## config.mk

```make
export PLATFORM = sky130hd
export DESIGN_NAME = vga_box_mover_param
export DESIGN_NICKNAME = d
export VERILOG_FILES = /design/src/rtl/vga_box_mover_param.sv
export SDC_FILE = /design/constraint.sdc
export NUM_CORES = 1
export LEC_CHECK = 0
export CAP_MARGIN = 0
export CORE_MARGIN = 2
export CORE_UTILIZATION = 35
export DETAILED_ROUTE_END_ITERATION = 10
export GPL_ROUTABILITY_DRIVEN = 0
export PLACE_DENSITY_LB_ADDON = 0.15
export SLEW_MARGIN = 10
export SYNTH_ARGS = -nofsm -noshare
export SYNTH_HDL_FRONTEND = slang
export SYNTH_SLANG_ARGS = --single-unit
```

## constraint.sdc

```tcl
create_clock -name CLOCK_50 -period 6.2 [get_ports CLOCK_50]
set_clock_uncertainty 0.05 [all_clocks]
set_input_delay 1.55 -clock CLOCK_50 [delete_from_list [all_inputs] [get_ports CLOCK_50]]
set_output_delay 1.55 -clock CLOCK_50 [all_outputs]
set_load 0.005 [all_outputs]
```

## src/rtl/vga_box_mover_param.sv

```systemverilog
// Parametrised VGA raster generator with one movable solid box over a solid background.
// Box moves once per frame: manual (clamp or wrap at edges) or autonomous bounce.
module vga_box_mover_param #(
  parameter int unsigned CLK_DIV  = 2,
  parameter int unsigned H_ACTIVE = 640,
  parameter int unsigned H_FP     = 16,
  parameter int unsigned H_SYNC   = 96,
  parameter int unsigned H_BP     = 48,
  parameter int unsigned V_ACTIVE = 480,
  parameter int unsigned V_FP     = 10,
  parameter int unsigned V_SYNC   = 2,
  parameter int unsigned V_BP     = 33,
  parameter bit          SYNC_NEG = 1'b1,
  parameter int unsigned CW       = 4,
  parameter int unsigned SIZE     = 50,
  parameter int unsigned STEP     = 3,
  parameter int unsigned X_INIT   = 300,
  parameter int unsigned Y_INIT   = 220,
  parameter logic [3*CW-1:0] BOX_RGB = {4'hA, 4'h2, 4'hD},
  parameter logic [3*CW-1:0] BG_RGB  = {4'hF, 4'hF, 4'hF}
) (
  input  logic          CLOCK_50,
  input  logic          RESET,
  input  logic [3:0]    KEY,
  input  logic          AUTO,
  input  logic          WRAP,
  output logic [CW-1:0] VGA_R,
  output logic [CW-1:0] VGA_G,
  output logic [CW-1:0] VGA_B,
  output logic          VGA_HS,
  output logic          VGA_VS,
  output logic          FRAME_TICK,
  output logic [10:0]   X_POS,
  output logic [10:0]   Y_POS
);

  localparam int unsigned DW = (CLK_DIV > 1) ? $clog2(CLK_DIV) : 1;
  localparam logic [DW-1:0] L_DIV_LAST = DW'(CLK_DIV - 1);

  localparam logic [11:0] L_H_LAST  = 12'(H_ACTIVE + H_FP + H_SYNC + H_BP - 1);
  localparam logic [11:0] L_V_LAST  = 12'(V_ACTIVE + V_FP + V_SYNC + V_BP - 1);
  localparam logic [11:0] L_H_ACT   = 12'(H_ACTIVE);
  localparam logic [11:0] L_V_ACT   = 12'(V_ACTIVE);
  localparam logic [11:0] L_HS_BEG  = 12'(H_ACTIVE + H_FP);
  localparam logic [11:0] L_HS_END  = 12'(H_ACTIVE + H_FP + H_SYNC);
  localparam logic [11:0] L_VS_BEG  = 12'(V_ACTIVE + V_FP);
  localparam logic [11:0] L_VS_END  = 12'(V_ACTIVE + V_FP + V_SYNC);
  localparam logic [11:0] L_SIZE    = 12'(SIZE);
  localparam logic [10:0] L_XMAX    = 11'(H_ACTIVE - SIZE);
  localparam logic [10:0] L_YMAX    = 11'(V_ACTIVE - SIZE);
  localparam logic [10:0] L_X_INIT  = 11'(X_INIT);
  localparam logic [10:0] L_Y_INIT  = 11'(Y_INIT);
  localparam logic signed [11:0] L_STEP = 12'(STEP);

  // One axis of the per-frame move; returns {new_dir, new_pos}.
  function automatic logic [11:0] f_axis(
    input logic [10:0] pos,
    input logic        dec,
    input logic        inc,
    input logic        dir,
    input logic        wrap,
    input logic        aut,
    input logic [10:0] pmax
  );
    logic signed [11:0] p;
    logic signed [11:0] m;
    logic signed [11:0] s;
    logic signed [11:0] n;
    logic               nd;
    p  = $signed({1'b0, pos});
    m  = $signed({1'b0, pmax});
    s  = 12'sd0;
    nd = dir;
    if (aut)
      s = dir ? L_STEP : -L_STEP;
    else if (dec && !inc)
      s = -L_STEP;
    else if (inc && !dec)
      s = L_STEP;
    n = p + s;
    if (n > m) begin
      if (aut) begin
        n  = m;
        nd = 1'b0;
      end else if (wrap) begin
        n = n - m - 12'sd1;
      end else begin
        n = m;
      end
    end else if (n < 12'sd0) begin
      if (aut) begin
        n  = 12'sd0;
        nd = 1'b1;
      end else if (wrap) begin
        n = n + m + 12'sd1;
      end else begin
        n = 12'sd0;
      end
    end
    return {nd, n[10:0]};
  endfunction

  logic [DW-1:0]   r_div;
  logic [11:0]     r_h;
  logic [11:0]     r_v;
  logic [10:0]     r_x;
  logic [10:0]     r_y;
  logic            r_dir_x;
  logic            r_dir_y;

  logic            w_pe;
  logic            w_h_end;
  logic            w_v_end;
  logic            w_frame_end;
  logic            w_vis;
  logic            w_box;
  logic            w_hs_on;
  logic            w_vs_on;
  logic [3*CW-1:0] w_rgb;
  logic [11:0]     w_nx;
  logic [11:0]     w_ny;

  assign w_pe        = (r_div == L_DIV_LAST);
  assign w_h_end     = (r_h == L_H_LAST);
  assign w_v_end     = (r_v == L_V_LAST);
  assign w_frame_end = w_pe && w_h_end && w_v_end;

  assign w_vis   = (r_h < L_H_ACT) && (r_v < L_V_ACT);
  assign w_box   = (r_h >= {1'b0, r_x}) && (r_h < ({1'b0, r_x} + L_SIZE)) &&
                   (r_v >= {1'b0, r_y}) && (r_v < ({1'b0, r_y} + L_SIZE));
  assign w_hs_on = (r_h >= L_HS_BEG) && (r_h < L_HS_END);
  assign w_vs_on = (r_v >= L_VS_BEG) && (r_v < L_VS_END);
  assign w_rgb   = !w_vis ? '0 : (w_box ? BOX_RGB : BG_RGB);

  assign w_nx = f_axis(r_x, ~KEY[3], ~KEY[2], r_dir_x, WRAP, AUTO, L_XMAX);
  assign w_ny = f_axis(r_y, ~KEY[0], ~KEY[1], r_dir_y, WRAP, AUTO, L_YMAX);

  assign X_POS = r_x;
  assign Y_POS = r_y;

  // Pixel-enable divider and raster counters.
  always_ff @(posedge CLOCK_50 or posedge RESET) begin
    if (RESET) begin
      r_div <= '0;
      r_h   <= '0;
      r_v   <= '0;
    end else begin
      r_div <= w_pe ? '0 : r_div + DW'(1);
      if (w_pe) begin
        r_h <= w_h_end ? '0 : r_h + 12'd1;
        if (w_h_end)
          r_v <= w_v_end ? '0 : r_v + 12'd1;
      end
    end
  end

  // Pixel and sync registers load together so they stay aligned.
  always_ff @(posedge CLOCK_50 or posedge RESET) begin
    if (RESET) begin
      VGA_R      <= '0;
      VGA_G      <= '0;
      VGA_B      <= '0;
      VGA_HS     <= SYNC_NEG;
      VGA_VS     <= SYNC_NEG;
      FRAME_TICK <= 1'b0;
    end else begin
      FRAME_TICK <= w_frame_end;
      if (w_pe) begin
        VGA_R  <= w_rgb[3*CW-1:2*CW];
        VGA_G  <= w_rgb[2*CW-1:CW];
        VGA_B  <= w_rgb[CW-1:0];
        VGA_HS <= w_hs_on ^ SYNC_NEG;
        VGA_VS <= w_vs_on ^ SYNC_NEG;
      end
    end
  end

  // Box position and bounce directions change only at frame end.
  always_ff @(posedge CLOCK_50 or posedge RESET) begin
    if (RESET) begin
      r_x     <= L_X_INIT;
      r_y     <= L_Y_INIT;
      r_dir_x <= 1'b1;
      r_dir_y <= 1'b1;
    end else if (w_frame_end) begin
      r_x     <= w_nx[10:0];
      r_y     <= w_ny[10:0];
      r_dir_x <= w_nx[11];
      r_dir_y <= w_ny[11];
    end
  end

endmodule

```

# Yosys cells after proc, flatten, opt, wreduce, memory -nomap -nowiden
# Cells that the tools add are included.
[totals]
ff_bits = 64
in_bits = 8
out_inout_bits = 37
elab_cells = 102
[classes]
addsub = 15
n_lt_le_gt_ge = 14
eq_ne = 6
mux = 31
bitwise_logic = 6
reduce_logical = 17
[op_table]
columns = ["op", "n"]
rows = [
  ["$mux 11", 13],
  ["$mux 12", 9],
  ["$add 11x6->12 const B", 2],
  ["$add 12x1->12 const B", 2],
  ["$add 12x12->12", 2],
  ["$eq 12x10->1 const B", 2],
  ["$ge 12x11->1", 2],
  ["$lt 12x1->1 const B", 2],
  ["$lt 12x10->1 const B", 2],
  ["$lt 12x12->1", 2],
  ["$lt 12x9->1 const B", 2],
  ["$add 11x2->11 const B", 2],
  ["$sub 11x2->11 const B", 2],
  ["$ge 12x10->1 const B", 1],
  ["$ge 12x9->1 const B", 1],
  ["$gt 12x10->1 const B", 1],
  ["$gt 12x11->1 const B", 1],
  ["$logic_and 1x1->1", 12],
  ["$add 11x10->11 const B", 1],
  ["$add 11x11->11 const B", 1],
  ["$sub 11x10->11 const B", 1],
  ["$sub 11x11->11 const B", 1],
  ["$ne 2x2->1 const B", 4],
  ["$reduce_and 4->1", 2],
  ["6 further kinds", 19],
]

# Longest topological paths before layout
[depth]
depth_word = 12
depth_mapped = 18

# Least setup slack after synthesis
# No wires, ideal clock.
[synth_timing]
kind = "input port to flip-flop"
from = "input port AUTO"
to = "register r_x[8], in the netlist X_POS[8]"
setup_time_ps = 73
arrival_ps = 4905
t_required_ps = 6077
setup_slack_ps = 1172
cell_stages = 13
cell_sequence = "buf_2 -> mux2i_1 -> ha_1 -> buf_2 -> o21ai_0 -> a21oi_1 -> o22ai_1 -> xor2_1 -> nor3_1 -> a221oi_2 -> or3_4 -> or3_1 -> a21oi_1"
[synth_between]
elab_chain_cells = 8
[synth_lines]
columns = ["item", "line_no", "source"]
rows = [
  ["start, declared", "25", "input logic AUTO,"],
  ["$mux 12", "74", "if (aut)"],
  ["$add 12x12->12", "80", "n = p + s;"],
  ["$add 11x11->11", "95", "n = n + m + 12'sd1;"],
  ["$add 11x2->11", "95", ""],
  ["$mux 11", "94", "end else if (wrap) begin"],
  ["$mux 11", "91", "if (aut) begin"],
  ["$mux 11", "90", "end else if (n < 12'sd0) begin"],
  ["$mux 11 (*)", "81", "if (n > m) begin"],
  ["end signal, assigned", "186", "r_x <= w_nx[10:0];"],
  ["end, declared", "106", "logic [10:0] r_x;"],
]
# Mark *: on every way between the ends. The rest lies on a longest branch, timed or not.
# A chain may end at the register's enable or synchronous reset.

# Final worst setup path
[layout_timing]
from = "input port AUTO"
to = "register r_y[9], in the netlist Y_POS[9]"
[layout_between]
elab_chain_cells = 8
[layout_lines]
columns = ["item", "line_no", "source"]
rows = [
  ["$mux 12", "74", ""],
  ["$add 12x12->12", "80", ""],
  ["$add 11x10->11", "95", ""],
  ["$add 11x2->11", "95", ""],
  ["$mux 11", "94", ""],
  ["$mux 11", "91", ""],
  ["$mux 11", "90", ""],
  ["$mux 11 (*)", "81", ""],
  ["end signal, assigned", "187", "r_y <= w_ny[10:0];"],
  ["end, declared", "107", "logic [10:0] r_y;"],
]
# Marks and branches as above.

==> summary.md <==
| Metric | Value |
|---|---|
| Status | finished, final reports clean |
| Clk Latency, worst-skew pair | 310 ps |
| Dpl cells | 1035 |
| Post-synth top cells | ha_1 (86), nand2_1 (70), inv_1 (53), a21oi_1 (52), o21ai_0 (52) |
| Crit Path Max Fanout | 13 |
| Setup WS post-layout | 930.8 ps |
| Dpl cell area | 6954 um^2 |
| Post-CTS resize count | 0 |
| Largest family of logic cells by synthesized area | compound AO/OA/AOI/OAI gates |
| Post-synthesis mux area share | 1.478% |
| Worst-case clock buffer depth | 2 |
| Startpoint types | input pin |
| Crit Path Category | in2reg |
| Core Area | 17900 um^2 |
| Min Tclk post-route | 5269 ps |
| Hold Vio Cnt, Final | 0 |
| Clk sink count | 54 |
| Post-synthesis compound-gate area fraction | 24.45% |
| DR iter-0 viols | 357 |
| Cell count along the critical path | 13 |
| Mapped Nets | 882 |
| Worst Path Arrival | 5460 ps |
| CP max stage delay | 720 ps |
| Worst Tran Pin Value | 928.5 ps |
| Register bit count reported by yosys | 54 |
| Final Power | 1.146 mW |
| Area grow syn2layout | 12.21% |
| First-pass GRT wire length | 29080 um |
| Buf/Inv on CP | 2 |
| Crit. End Element | flip-flop |
| Post-synth top area share | 16.94% |
| Post-synth EDFFs | 0 |
| Power Density | 160.8 nW/um^2 |
| CP Cell Sequence | clkdlybuf4s50_1 -> mux2i_1 -> buf_4 -> ha_1 -> and3_1 -> o211a_1 -> o31ai_1 -> nand4_1 -> o221ai_2 -> and2_0 -> o21ai_0 -> a31oi_1 -> a32o_1 |
| Reg2reg start | Y_POS[1] |
| Slew headroom | 38.10% |
| CTS tree | built |
| R2R depth | 13 |
| Hold Path Class | reg2reg |
| Total CTS buffers | 5 |
| Post-Synth Adder-Cell Area | 17.57% |
| GRT overflow | 0 |
| Top post-synthesis cells by area | ha_1 (17%), dfrtp_1 (16%), dfstp_2 (5.4%) |
| Prevailing post-synth register cell | dfrtp_1 |
| Hold Crit Depth | 2 |
| Sequential area share after synthesis | 21.53% |
| Row count | 49 |
| Largest net degree at the start of global routing | 55 |
| Leak Pwr | 3.153 nW |
| YS warnings | 0 |
| Port bufs | 44 |
| Hold Path Sink | VGA_VS |
| Hold slack | 454.0 ps |
| Critical-path top delay cell | clkdlybuf4s50_1 |
| Synth cell types | 84 |
| Post-Synth Simple-Gate Area | 21.22% |
| Clk root buf | clkbuf_16 |
| Non-Filler Instances | 1043 |
| CTS HTree Levels | 2 |
| Post-Synth XOR/XNOR Area | 7.841% |
| Die W | 138.7 um |
| Average cell area after synthesis | 8.080 um^2 |
| Reg2reg setup slack | 2480 ps |
| Fraction of layout cells with a size suffix above 1 | 6.634% |
| Vias | 5934 |
| Cell accounting for the most synthesized area | ha_1 |
| Async SR Flop Fraction | 100.0% |
| Setup violators final | 0 |
| Initial antenna violation count | 0 |
| Hold path start | VGA_VS |
| FF+latch area | 1368 um^2 |
| Reg clk slew, reported paths | 80 ps |
| Most frequent cell after synthesis | ha_1 |
| Fin crit share | 84.99% |
| RSZ-0062 raised after global routing | no |
| Final setup TNS | 0 ps |
| GRT Resource Usage Total | 18.09% |
| Footprint of the multi-input gates | 4608 um^2 |
| R2r endpoint | Y_POS[9] |
| ANT cells | 0 |
| Setup WS pre-CTS | 605.4 ps |
| Peak supply drop | 0.0001232 V |
| Die ar. | 19240 um^2 |
| Fin. max-slew vios | 0 |
| Fin util | 39.81% |
| DRT Pass-1 Iters | 5 |
| Post-Synthesis Cells | 786 |
| Ports | 45 |
| Placed wire-length estimate | 13720 um |
| Cell family with most CP delay | compound AO/OA/AOI/OAI gates |
| Antenna Nets Post-Route | 0 |
| DRC violations left | 0 |
| Die Y | 138.7 um |
| Number of global-route vias before repair | 5818 |
| Final Cell Area | 7127 um^2 |
| Via density | 5.689 |
| Final wirelength | 17400 um |
| Starting Density | 35.48% |
| Worst EP required | 6390 ps |
| FMAX | 189.8 MHz |
| Netlist Area Pre-Place | 6351 um^2 |
| Post-CTS setup buffer count | 0 |
| Hold Buf Count CTS | 0 |
| Final net count | 909 |
| Routed WL per cell | 16.68 um |
| Fillcell total | 1834 |
| Max Cap Viol | 0 |
placed cells by master, fill, tap and decap left out, types with 8 or more instances in the layout:
cell | netlist | final
a211oi_1 | 8 | 8
a21o_1 | 18 | 18
a21oi_1 | 52 | 52
a31oi_1 | 12 | 12
and3_1 | 8 | 8
clkdlybuf4s50_1 | 0 | 44
dfrtp_1 | 41 | 41
dfstp_2 | 13 | 13
ha_1 | 86 | 86
inv_1 | 53 | 52
nand2_1 | 70 | 70
nand2b_1 | 10 | 10
nand3_1 | 32 | 32
nand4_1 | 13 | 13
nor2_1 | 50 | 50
nor2b_1 | 9 | 9
nor3_1 | 26 | 26
o21ai_0 | 52 | 52
or3_1 | 9 | 9
xnor2_1 | 39 | 39
xor2_1 | 16 | 16
worst max path at each step:
stage          startpoint        to  slack, ps
6_report             AUTO  Y_POS[9]        930
3_5_place_dp         AUTO  X_POS[8]        610
5_1_grt              AUTO  Y_POS[9]        600
3_3_place_gp         AUTO  X_POS[8]        700
2_1_floorplan        AUTO  X_POS[8]       1170
4_1_cts              AUTO  X_POS[8]        930
cell type report:
cell class	instances	area share, %
clock buffer	5	1.756
clock inverter	3	0.6671
inverter	53	2.791
multi-input combinational	648	64.66
sequential	54	19.19
tap	229	4.020
timing repair buffer	51	6.917
report_power, final:
part           total (mW)  internal [mW]  switching, mW
clock network       0.336          0.193          0.143
registers           0.365          0.357        0.00864
logic               0.445          0.178          0.267
total                1.15          0.728          0.419
per-layer routing:
| metal | up-vias | GRT usage [%] | routed length [um] |
|---|---|---|---|
| met5 | - | 0 | 0 |
| met4 | 0 | 4.253 | 253 |
| met3 | 18 | 1.865 | 515 |
| met2 | 123 | 31.01 | 8308 |
| met1 | 2861 | 24.66 | 8318 |
| li1 | 2932 | - | - |
flip-flops by register name, indices dropped and copies added, names as in the netlist, 2 cells and up:
| signal | count |
|---|---|
| r_h | 12 |
| r_v | 12 |
| X_POS | 11 |
| Y_POS | 11 |
| VGA_R | 2 |
worst min-delay path, delay by kind of cell, from the launching register on:
family | cells | cell delay, ps
and+or+nand+nor | 1 | 80
DFF | 1 | 380
AOI/OAI and AO/OA | 1 | 50
cells by family after synthesis:
group / after synthesis
buf+inv: 84
simple gates: 266
xor+xnor: 56
mux: 9
compound gates: 229
fa+ha+maj: 88
flops: 54
Note: power is estimated with default switching activity, not from simulation.
